<file path="config.mk">
export PLATFORM = sky130hd
export DESIGN_NAME = data_memory_arbiter_flat
export DESIGN_NICKNAME = d
export VERILOG_FILES = /design/src/rtl/data_memory_arbiter_pkg.sv /design/src/rtl/data_memory_arbiter_if.sv /design/src/rtl/data_memory_arbiter_rr_arbiter2.sv /design/src/rtl/data_memory_arbiter.sv /design/src/flat_wrapper.sv
export SDC_FILE = /design/constraint.sdc
export NUM_CORES = 1
export LEC_CHECK = 0
export CAP_MARGIN = 20
export CORE_MARGIN = 2
export CORE_UTILIZATION = 55
export DETAILED_ROUTE_END_ITERATION = 12
export DONT_BUFFER_PORTS = 1
export HOLD_SLACK_MARGIN = 0.08
export PLACE_DENSITY = 0.66
export SYNTH_ARGS = -nofsm -noshare
export SYNTH_HDL_FRONTEND = slang
export SYNTH_SLANG_ARGS = --single-unit
</file>
<file path="constraint.sdc">
create_clock -name clk -period 2.4 [get_ports clk]
set_input_delay 0.6 -clock clk [delete_from_list [all_inputs] [get_ports clk]]
set_output_delay 0.6 -clock clk [all_outputs]
set_load 0.05 [all_outputs]
</file>
<file path="src/rtl/data_memory_arbiter_pkg.sv">
// Shared types and helpers for the data memory arbiter.
//   arb_state_t     : arbiter FSM states
//   NUM_REQUESTERS  : number of requesters the arbiter is built for
//   be_to_mask()    : expands 4 byte enables into a 32-bit bit mask
package data_memory_pkg;

   typedef enum logic [1:0] {
      IDLE  = 2'd0,
      SERVE = 2'd1,
      RESP  = 2'd2
   } arb_state_t;

   localparam int NUM_REQUESTERS = 2;

   function automatic logic [31:0] be_to_mask(input logic [3:0] be);
      logic [31:0] mask;
      mask = '0;
      for (int i = 0; i < 4; i++) begin
         mask[i*8 +: 8] = {8{be[i]}};
      end
      return mask;
   endfunction

endpackage

</file>
<file path="src/rtl/data_memory_arbiter_if.sv">
// Bundle of the requester handshakes and the data_memory port.
//   req_*  : request channel, one lane per requester (valid/ready)
//   rsp_*  : response channel, one valid/ready lane per requester, shared rdata
//   mem_*  : connection to the single-port data_memory (combinational read)
// Modports:
//   slave  : the arbiter side
//   master : the requesters plus the memory (the environment around the arbiter)
interface data_memory_arbiter_if
   import data_memory_pkg::*;
#(
   parameter int memory_addr_size = 6
);

   logic [NUM_REQUESTERS-1:0]                       req_valid;
   logic [NUM_REQUESTERS-1:0]                       req_ready;
   logic [NUM_REQUESTERS-1:0][memory_addr_size-1:0] req_addr;
   logic [NUM_REQUESTERS-1:0]                       req_we;
   logic [NUM_REQUESTERS-1:0][3:0]                  req_be;
   logic [NUM_REQUESTERS-1:0][31:0]                 req_wdata;

   logic [NUM_REQUESTERS-1:0]                       rsp_valid;
   logic [NUM_REQUESTERS-1:0]                       rsp_ready;
   logic [31:0]                                     rsp_rdata;

   logic                                            mem_write_enable;
   logic [memory_addr_size-1:0]                     mem_read_reg;
   logic [memory_addr_size-1:0]                     mem_write_reg;
   logic [31:0]                                     mem_write_data;
   logic [31:0]                                     mem_read_data;

   modport slave (
      input  req_valid, req_addr, req_we, req_be, req_wdata, rsp_ready, mem_read_data,
      output req_ready, rsp_valid, rsp_rdata,
             mem_write_enable, mem_read_reg, mem_write_reg, mem_write_data
   );

   modport master (
      output req_valid, req_addr, req_we, req_be, req_wdata, rsp_ready, mem_read_data,
      input  req_ready, rsp_valid, rsp_rdata,
             mem_write_enable, mem_read_reg, mem_write_reg, mem_write_data
   );

endinterface

</file>
<file path="src/rtl/data_memory_arbiter_rr_arbiter2.sv">
// Two-way round-robin grant, purely combinational.
//   req_valid  : request valid per requester
//   last_grant : index granted most recently (held by the parent)
//   grant      : one-hot grant, all zero when nobody requests
//   grant_idx  : index of the granted requester (0 when nobody requests)
module rr_arbiter2 (
   input  logic [1:0] req_valid,
   input  logic       last_grant,
   output logic [1:0] grant,
   output logic       grant_idx
);

   always_comb begin
      // NOTE: every output gets a default before any branch so no latch is inferred.
      grant_idx = 1'b0;
      grant     = 2'b00;
      if (req_valid == 2'b11) begin
         // Contention: the requester that did not win last time goes now.
         grant_idx = ~last_grant;
      end else if (req_valid[1]) begin
         grant_idx = 1'b1;
      end
      if (req_valid != 2'b00) begin
         grant[grant_idx] = 1'b1;
      end
   end

endmodule

</file>
<file path="src/rtl/data_memory_arbiter.sv">
// Shares the single-port data memory between the load/store unit (port 0)
// and the debug/loader port (port 1). One transaction in flight at a time:
// IDLE accepts, SERVE reads (and for stores writes back the merged word),
// RESP holds the response until the requester takes it.
//   clk   : rising-edge clock
//   rst_n : asynchronous active-low reset
//   bus   : requester handshakes and data_memory connection (slave side)
module data_memory_arbiter
   import data_memory_pkg::*;
#(
   parameter int memory_addr_size = 6,
   parameter int num_requesters   = 2
) (
   input logic                  clk,
   input logic                  rst_n,
   data_memory_arbiter_if.slave bus
);

   generate
      if (num_requesters != NUM_REQUESTERS) begin : g_bad_num_requesters
         $error("data_memory_arbiter supports exactly 2 requesters");
      end
   endgenerate

   arb_state_t                  state_q, state_d;
   logic                        last_grant_q;
   logic                        grant_q;
   logic [memory_addr_size-1:0] addr_q;
   logic                        we_q;
   logic [3:0]                  be_q;
   logic [31:0]                 wdata_q;
   logic [31:0]                 rdata_q;

   logic [1:0]                  arb_grant;
   logic                        arb_idx;
   logic                        accept;
   logic [1:0]                  req_ready_c;
   logic [1:0]                  rsp_valid_c;
   logic                        mem_we_c;
   logic [31:0]                 mem_wdata_c;
   logic [31:0]                 wmask;

   rr_arbiter2 u_rr_arbiter2 (
      .req_valid  (bus.req_valid),
      .last_grant (last_grant_q),
      .grant      (arb_grant),
      .grant_idx  (arb_idx)
   );

   assign wmask = be_to_mask(be_q);

   always_comb begin
      state_d     = state_q;
      accept      = 1'b0;
      req_ready_c = 2'b00;
      rsp_valid_c = 2'b00;
      mem_we_c    = 1'b0;
      mem_wdata_c = '0;
      unique case (state_q)
         IDLE: begin
            if (bus.req_valid != 2'b00) begin
               req_ready_c = arb_grant;
               accept      = 1'b1;
               state_d     = SERVE;
            end
         end
         SERVE: begin
            // The memory writes whole words only, so sub-word stores merge
            // the bytes being kept from the word read this same cycle.
            if (we_q && (be_q != 4'b0000)) begin
               mem_we_c    = 1'b1;
               mem_wdata_c = (bus.mem_read_data & ~wmask) | (wdata_q & wmask);
            end
            state_d = RESP;
         end
         RESP: begin
            rsp_valid_c[grant_q] = 1'b1;
            if (bus.rsp_ready[grant_q]) begin
               state_d = IDLE;
            end
         end
         default: state_d = IDLE;
      endcase
      // The state register already sits in IDLE under reset, but IDLE raises
      // req_ready from live inputs; hold every handshake output low instead.
      if (!rst_n) begin
         accept      = 1'b0;
         req_ready_c = 2'b00;
         rsp_valid_c = 2'b00;
         mem_we_c    = 1'b0;
         mem_wdata_c = '0;
      end
   end

   // NOTE: sequential state uses non-blocking assignments so every register
   // samples values from before the edge, independent of statement order.
   always_ff @(posedge clk or negedge rst_n) begin
      if (!rst_n) begin
         state_q      <= IDLE;
         last_grant_q <= 1'b1;
         grant_q      <= 1'b0;
         addr_q       <= '0;
         we_q         <= 1'b0;
         be_q         <= 4'b0000;
         wdata_q      <= '0;
         rdata_q      <= '0;
      end else begin
         state_q <= state_d;
         if (accept) begin
            last_grant_q <= arb_idx;
            grant_q      <= arb_idx;
            addr_q       <= bus.req_addr[arb_idx];
            we_q         <= bus.req_we[arb_idx];
            be_q         <= bus.req_be[arb_idx];
            wdata_q      <= bus.req_wdata[arb_idx];
         end
         if (state_q == SERVE) begin
            rdata_q <= bus.mem_read_data;
         end
      end
   end

   assign bus.req_ready        = req_ready_c;
   assign bus.rsp_valid        = rsp_valid_c;
   assign bus.rsp_rdata        = rdata_q;
   assign bus.mem_write_enable = mem_we_c;
   assign bus.mem_write_data   = mem_wdata_c;
   assign bus.mem_read_reg     = addr_q;
   assign bus.mem_write_reg    = addr_q;

endmodule
</file>
<file path="src/flat_wrapper.sv">
// flat-port wrapper written by rule: the top's interface ports become plain ports
module data_memory_arbiter_flat import data_memory_pkg::*;
#(
   parameter int memory_addr_size = 6,
   parameter int num_requesters   = 2
)
  (clk, rst_n, bus_req_valid, bus_req_addr, bus_req_we, bus_req_be, bus_req_wdata, bus_rsp_ready, bus_mem_read_data, bus_req_ready, bus_rsp_valid, bus_rsp_rdata, bus_mem_write_enable, bus_mem_read_reg, bus_mem_write_reg, bus_mem_write_data);
  data_memory_arbiter_if #(.memory_addr_size(memory_addr_size)) bus_i ();
  input logic clk;
  input logic rst_n;
  input wire logic [$bits(bus_i.req_valid)-1:0] bus_req_valid;
  input wire logic [$bits(bus_i.req_addr)-1:0] bus_req_addr;
  input wire logic [$bits(bus_i.req_we)-1:0] bus_req_we;
  input wire logic [$bits(bus_i.req_be)-1:0] bus_req_be;
  input wire logic [$bits(bus_i.req_wdata)-1:0] bus_req_wdata;
  input wire logic [$bits(bus_i.rsp_ready)-1:0] bus_rsp_ready;
  input wire logic [$bits(bus_i.mem_read_data)-1:0] bus_mem_read_data;
  output wire logic [$bits(bus_i.req_ready)-1:0] bus_req_ready;
  output wire logic [$bits(bus_i.rsp_valid)-1:0] bus_rsp_valid;
  output wire logic [$bits(bus_i.rsp_rdata)-1:0] bus_rsp_rdata;
  output wire logic [$bits(bus_i.mem_write_enable)-1:0] bus_mem_write_enable;
  output wire logic [$bits(bus_i.mem_read_reg)-1:0] bus_mem_read_reg;
  output wire logic [$bits(bus_i.mem_write_reg)-1:0] bus_mem_write_reg;
  output wire logic [$bits(bus_i.mem_write_data)-1:0] bus_mem_write_data;
  assign bus_i.req_valid = bus_req_valid;
  assign bus_i.req_addr = bus_req_addr;
  assign bus_i.req_we = bus_req_we;
  assign bus_i.req_be = bus_req_be;
  assign bus_i.req_wdata = bus_req_wdata;
  assign bus_i.rsp_ready = bus_rsp_ready;
  assign bus_i.mem_read_data = bus_mem_read_data;
  assign bus_req_ready = bus_i.req_ready;
  assign bus_rsp_valid = bus_i.rsp_valid;
  assign bus_rsp_rdata = bus_i.rsp_rdata;
  assign bus_mem_write_enable = bus_i.mem_write_enable;
  assign bus_mem_read_reg = bus_i.mem_read_reg;
  assign bus_mem_write_reg = bus_i.mem_write_reg;
  assign bus_mem_write_data = bus_i.mem_write_data;
  data_memory_arbiter #(.memory_addr_size(memory_addr_size), .num_requesters(num_requesters)) u_core (.clk(clk), .rst_n(rst_n), .bus(bus_i));
endmodule
</file>
-- Word level (Yosys, flattened, before mapping)
Cells that the tools add are included.
- $add $sub $neg: 0
- multipliers: 0
- divide/modulo/power cells: 0
- order comparisons: 4
- equal/unequal tests: 5
- shift-type cells: 0
- muxes and demuxes: 33
- bitwise logic cells: 5
- reductions and logical operators: 7
- operators by type and width (kind ; count):
    $mux W32 ; 5
    $and A32 B32 Y32 ; 2
    $not A32 Y32 ; 1
    $or A32 B32 Y32 ; 1
    $mux W1 ; 14
    $mux W2 ; 7
    $mux W6 ; 2
    $mux W4 ; 2
    $pmux W2 S3 ; 1
    $eq A2 B2 Y1 const B ; 2
    $lt A1 B2 Y1 const B ; 2
    $ne A2 B1 Y1 const B ; 2
    $reduce_bool A4 Y1 ; 1
    $logic_and A1 B1 Y1 ; 3
    $demux W1 S1 ; 2
    $eq A2 B1 Y1 const B ; 1
    $ge A1 B1 Y1 const B ; 2
    $logic_not A2 Y1 ; 1
    $reduce_and A2 Y1 ; 1
    $reduce_bool A2 Y1 ; 1
    $not A1 Y1 ; 1
- bits in registers: 79
- bits in latches: 0
- RAM bits: 0
- memory bits (read-only): 0
- bits of input ports: 124
- output and inout port bits: 81
- word-level logic and storage cells: 62
- memories kept: 0

-- Depth between registers and ports, before layout
- word-level depth: 9
- depth in mapped cells: 6

-- Cells and area by module
Synthesis repeated with hierarchy kept, for this count alone.
- cell total of the unflattened synthesis: 312
- area, all modules: 4259.1 µm²
- by module, submodules not included (module ; times used ; cells each ; area each (µm²)):
    data_memory_arbiter ; 1 ; 308 ; 4232.8
    rr_arbiter2 ; 1 ; 4 ; 26.3

-- Worst setup path after synthesis
No wires, ideal clock.
- path kind: reg2out
- from: register u_core.state_q[1]
- to: output bus_mem_write_data[10]
- arrival: 2.029 ns
- data required time: 1.800 ns
- path slack: -0.229 ns
- cell stages (with the launch flop): 7
- path buffers: 3
- path through: dfrtp_1 nand2b_1 clkbuf_1 or3_1 clkbuf_1 buf_2 nor2_1
- longest elaborated chain between the ends: 3
- RTL lines (element ; RTL line ; source):
    from (decl) ; data_memory_arbiter.sv:25 ; arb_state_t state_q, state_d;
    from (signal assigned) ; data_memory_arbiter.sv:108 ; state_q <= state_d;
    $eq A2 B1 Y1 ; data_memory_arbiter.sv:59 ; unique case (state_q)
    $mux W32 ; data_memory_arbiter.sv:59 ;
    $mux W32 ; data_memory_arbiter.sv:86 ; if (!rst_n) begin
    to (decl) ; flat_wrapper.sv:24 ; output wire logic [$bits(bus_i.mem_write_data)-1:0] bus_mem_write_data;
No other way between the ends.

-- Final worst setup path
- from: register u_core.state_q[1]
- to: output bus_mem_write_data[17]
Same word-level chain as after synthesis.

==> results.txt <==
Post-Synthesis Cells: 318
core footprint: 0.006794 mm^2
antenna violations before repair: 0
number of global-route vias before repair: 2917
Psw: 3.476 mW
Worst EP arrival: 1.73 ns
period utilisation layout: 0.9691
Worst Path Buf+Inv: 2
share of cells above drive strength 1: 0.3932
dpl hpwl: 7148 um
area post-placement: 0.004617 mm^2
Worst-Skew Late Latency: 0.33 ns
n_diodes: 0
first-pass GRT wire length: 15590 um
GRT Resource Usage Total: 0.2690
crit path cell chain: nand2b_4 > or3_4 > buf_4 > nor2_2 > buf_12
Clk pwr share: 0.149
unrepaired setup endpoints after global routing: false
vias: 2788
slowest stage delay, CP: 0.38 ns
most frequent cell after synthesis: dfrtp_1
Ys Warns: 0
Achievable Freq: 430.0 MHz
synthesis-stage register bit count: 79
DRC violations left: 0
Final #Nets: 470
Crit-path slowest cell: dfrtp_1
WL final: 10360 um
Initial Util: 0.5691
Vias per Instance: 6.237
P&R area growth vs syn: 30.00%
placed cell count: 430
Fin Hold WS: -0.04499 ns
Most used DFF post-synth: dfrtp_1
Power per Cell Area: 1449 mW/mm^2
Crit Path Class: reg2out
crit-path max FO: 6
sw frac: 0.4772
leading area contributor after synthesis: dfrtp_1
post-synth top area share: 0.5049
final instance area: 0.005026 mm^2
Inserted Clock Buffers: 9
WL/cell: 23.18 um
Startpoint Class: register
met1 global-route usage: 0.3453
GR Util met3: 0.07540
number of synthesized flops with an enable pin: 0
Mapped Nets: 442
Flop pwr share: 0.517
Reg clk slew, reported paths: 0.08 ns
Post-CTS Repair Setup Buffers: 0
Detail Route Antenna Nets: 0
Peak VDD IR: 751.6 uV
Mean Syn Cell Area: 12.16 um^2
Max Slew Vio Count: 0
synth cell count leaders: dfrtp_1, and3_1, a221o_1, nor2_1, mux2i_1
status: finished with violations
Hold Vio Cnt, Final: 78
delay-heaviest family, CP: simple AND/OR/NAND/NOR gates
Rows: 30
FFs w/ async S/R, synth: 1.000
Data required, critical path: 1.80 ns
clk root buf: clkbuf_8
synthesized cell area: 0.003866 mm^2
Pre-antenna DRT Iters: 4
Area contributors post-synth: dfrtp_1, a221o_1, mux2_2
CP Capture Type: output pin
CTS tree: done
# setup viols final: 0
non-filler instance count after layout: 447
Synth cell types: 24
min Tclk post-route: 2.326 ns
Slew headroom: 0.3654
I/O pin count: 205
die height: 87.84 um
P_leak: 2.242 nW
gr busiest metal: met2
Sink Count: 79
internal power: 3.808 mW
RePlAce Congestion: 0.8293
Clock Skews: 0.008305 ns
GRT overflow: 0
largest net degree at the start of global routing: 86
worst hold path type: in2async
Core Util, Final: 0.7398
met2 Use GR: 0.4394
failing checks: negative hold slack
clock buffer depth: 2
DR iter-0 viols: 208
Port Buffers: 0
Die ar.: 0.007716 mm^2
Seq/Total Area, Yosys: 0.5117
Gate power share: 0.334
Horiz. Die Dim: 87.84 um
Max Cap Viol: 0
slew at the pin closest to its max-slew limit: 0.9518 ns
H-tree levels: 3
## metrics by stage
stage	power, mW	setup TNS (ns)	worst slack, ns
6_report	7.285	0	0.07420
5_1_grt	7.613	0	0.008013
4_1_cts	7.267	0	0.01453
3_5_place_dp	6.088	0	0.1354
3_3_place_gp	5.995	0	0.1737
2_1_floorplan	5.488	-1.643	-0.05962
## cells in the final DEF, fill, tap and decap left out, types with 2 or more instances in the layout
master      n
dfrtp_1    78
and3_1     44
nor2_2      6
buf_4      16
clkbuf_8   10
buf_6       3
nand2_1     5
nor2_1      2
buf_12     32
a221o_1    43
nor2_4     26
mux2i_1    33
mux2_2     32
a21o_1      2
bufinv_16   2
## area by class of cell
class	instances	area, um^2
multi-input cells	203	1879
inverters	1	3.754
clock inverters	5	81.33
repair buffers	52	822.0
well taps	96	120.1
clock buffers	11	141.4
fillers	461	1768
flip-flops and latches	79	1978
## repair_timing
action                                  CTS  global route
gates cloned                              1             0
endpoints found under the setup margin   33            26
resized for setup                        24            11
endpoints found under the hold margin    78            78
pin swaps                                 1             1
## worst reg2reg max path: stages, from the launching register on
cell,delay (ns)
dfrtp_1,0.41
buf_4,0.17
or4b_2,0.65
buf_4,0.26
a221o_1,0.34
## worst paths after layout
path | from | to | slack (ns) | cells after the start
worst max-delay path | u_core.state_q[1]$_DFFE_PN0P_ | bus_mem_write_data[17] | 0.07 | 5
max in group asynchronous | rst_n | u_core.last_grant_q$_DFFE_PN1P_ | 2.25 | 0
worst min-delay path | rst_n | u_core.bus.rsp_rdata[19]$_DFFE_PN0N_ | -0.04 | 0
min in group clk | bus_req_addr[10] | u_core.bus.mem_read_reg[4]$_DFFE_PN0P_ | 0.41 | 1
worst min register to register | u_core.wdata_q[8]$_DFFE_PN0P_ | u_core.wdata_q[8]$_DFFE_PN0P_ | 0.52 | 1
worst max register to register | u_core.state_q[0]$_DFFE_PN0P_ | u_core.wdata_q[25]$_DFFE_PN0P_ | 0.45 | 4
## kinds of logic (layout without fill, tap and decap cells)
logic type,Yosys count,after routing,share of synthesized area
AOI/OAI and AO/OA,46,46,0.1223
buffers and inverters,36,69,0.06149
DFF,79,79,0.5117
muxes,65,65,0.1786
and+or+nand+nor,92,92,0.1259
## power by group through the flow
stage	registers (mW)	clock network, mW	logic [mW]
floorplan	3.46	0	2.02
global placement	3.76	0	2.24
detailed placement	3.78	0	2.31
CTS	3.76	1.10	2.41
global route	3.84	1.17	2.60
finish	3.77	1.08	2.44
## metal layers
metal / up-vias / share of wire
li1: 1238 / -
met1: 1406 / 0.39
met2: 134 / 0.52
met3: 10 / 0.080
met4: 0 / 0.010
met5: - / 0
Power figures use the tool's default switching activity.
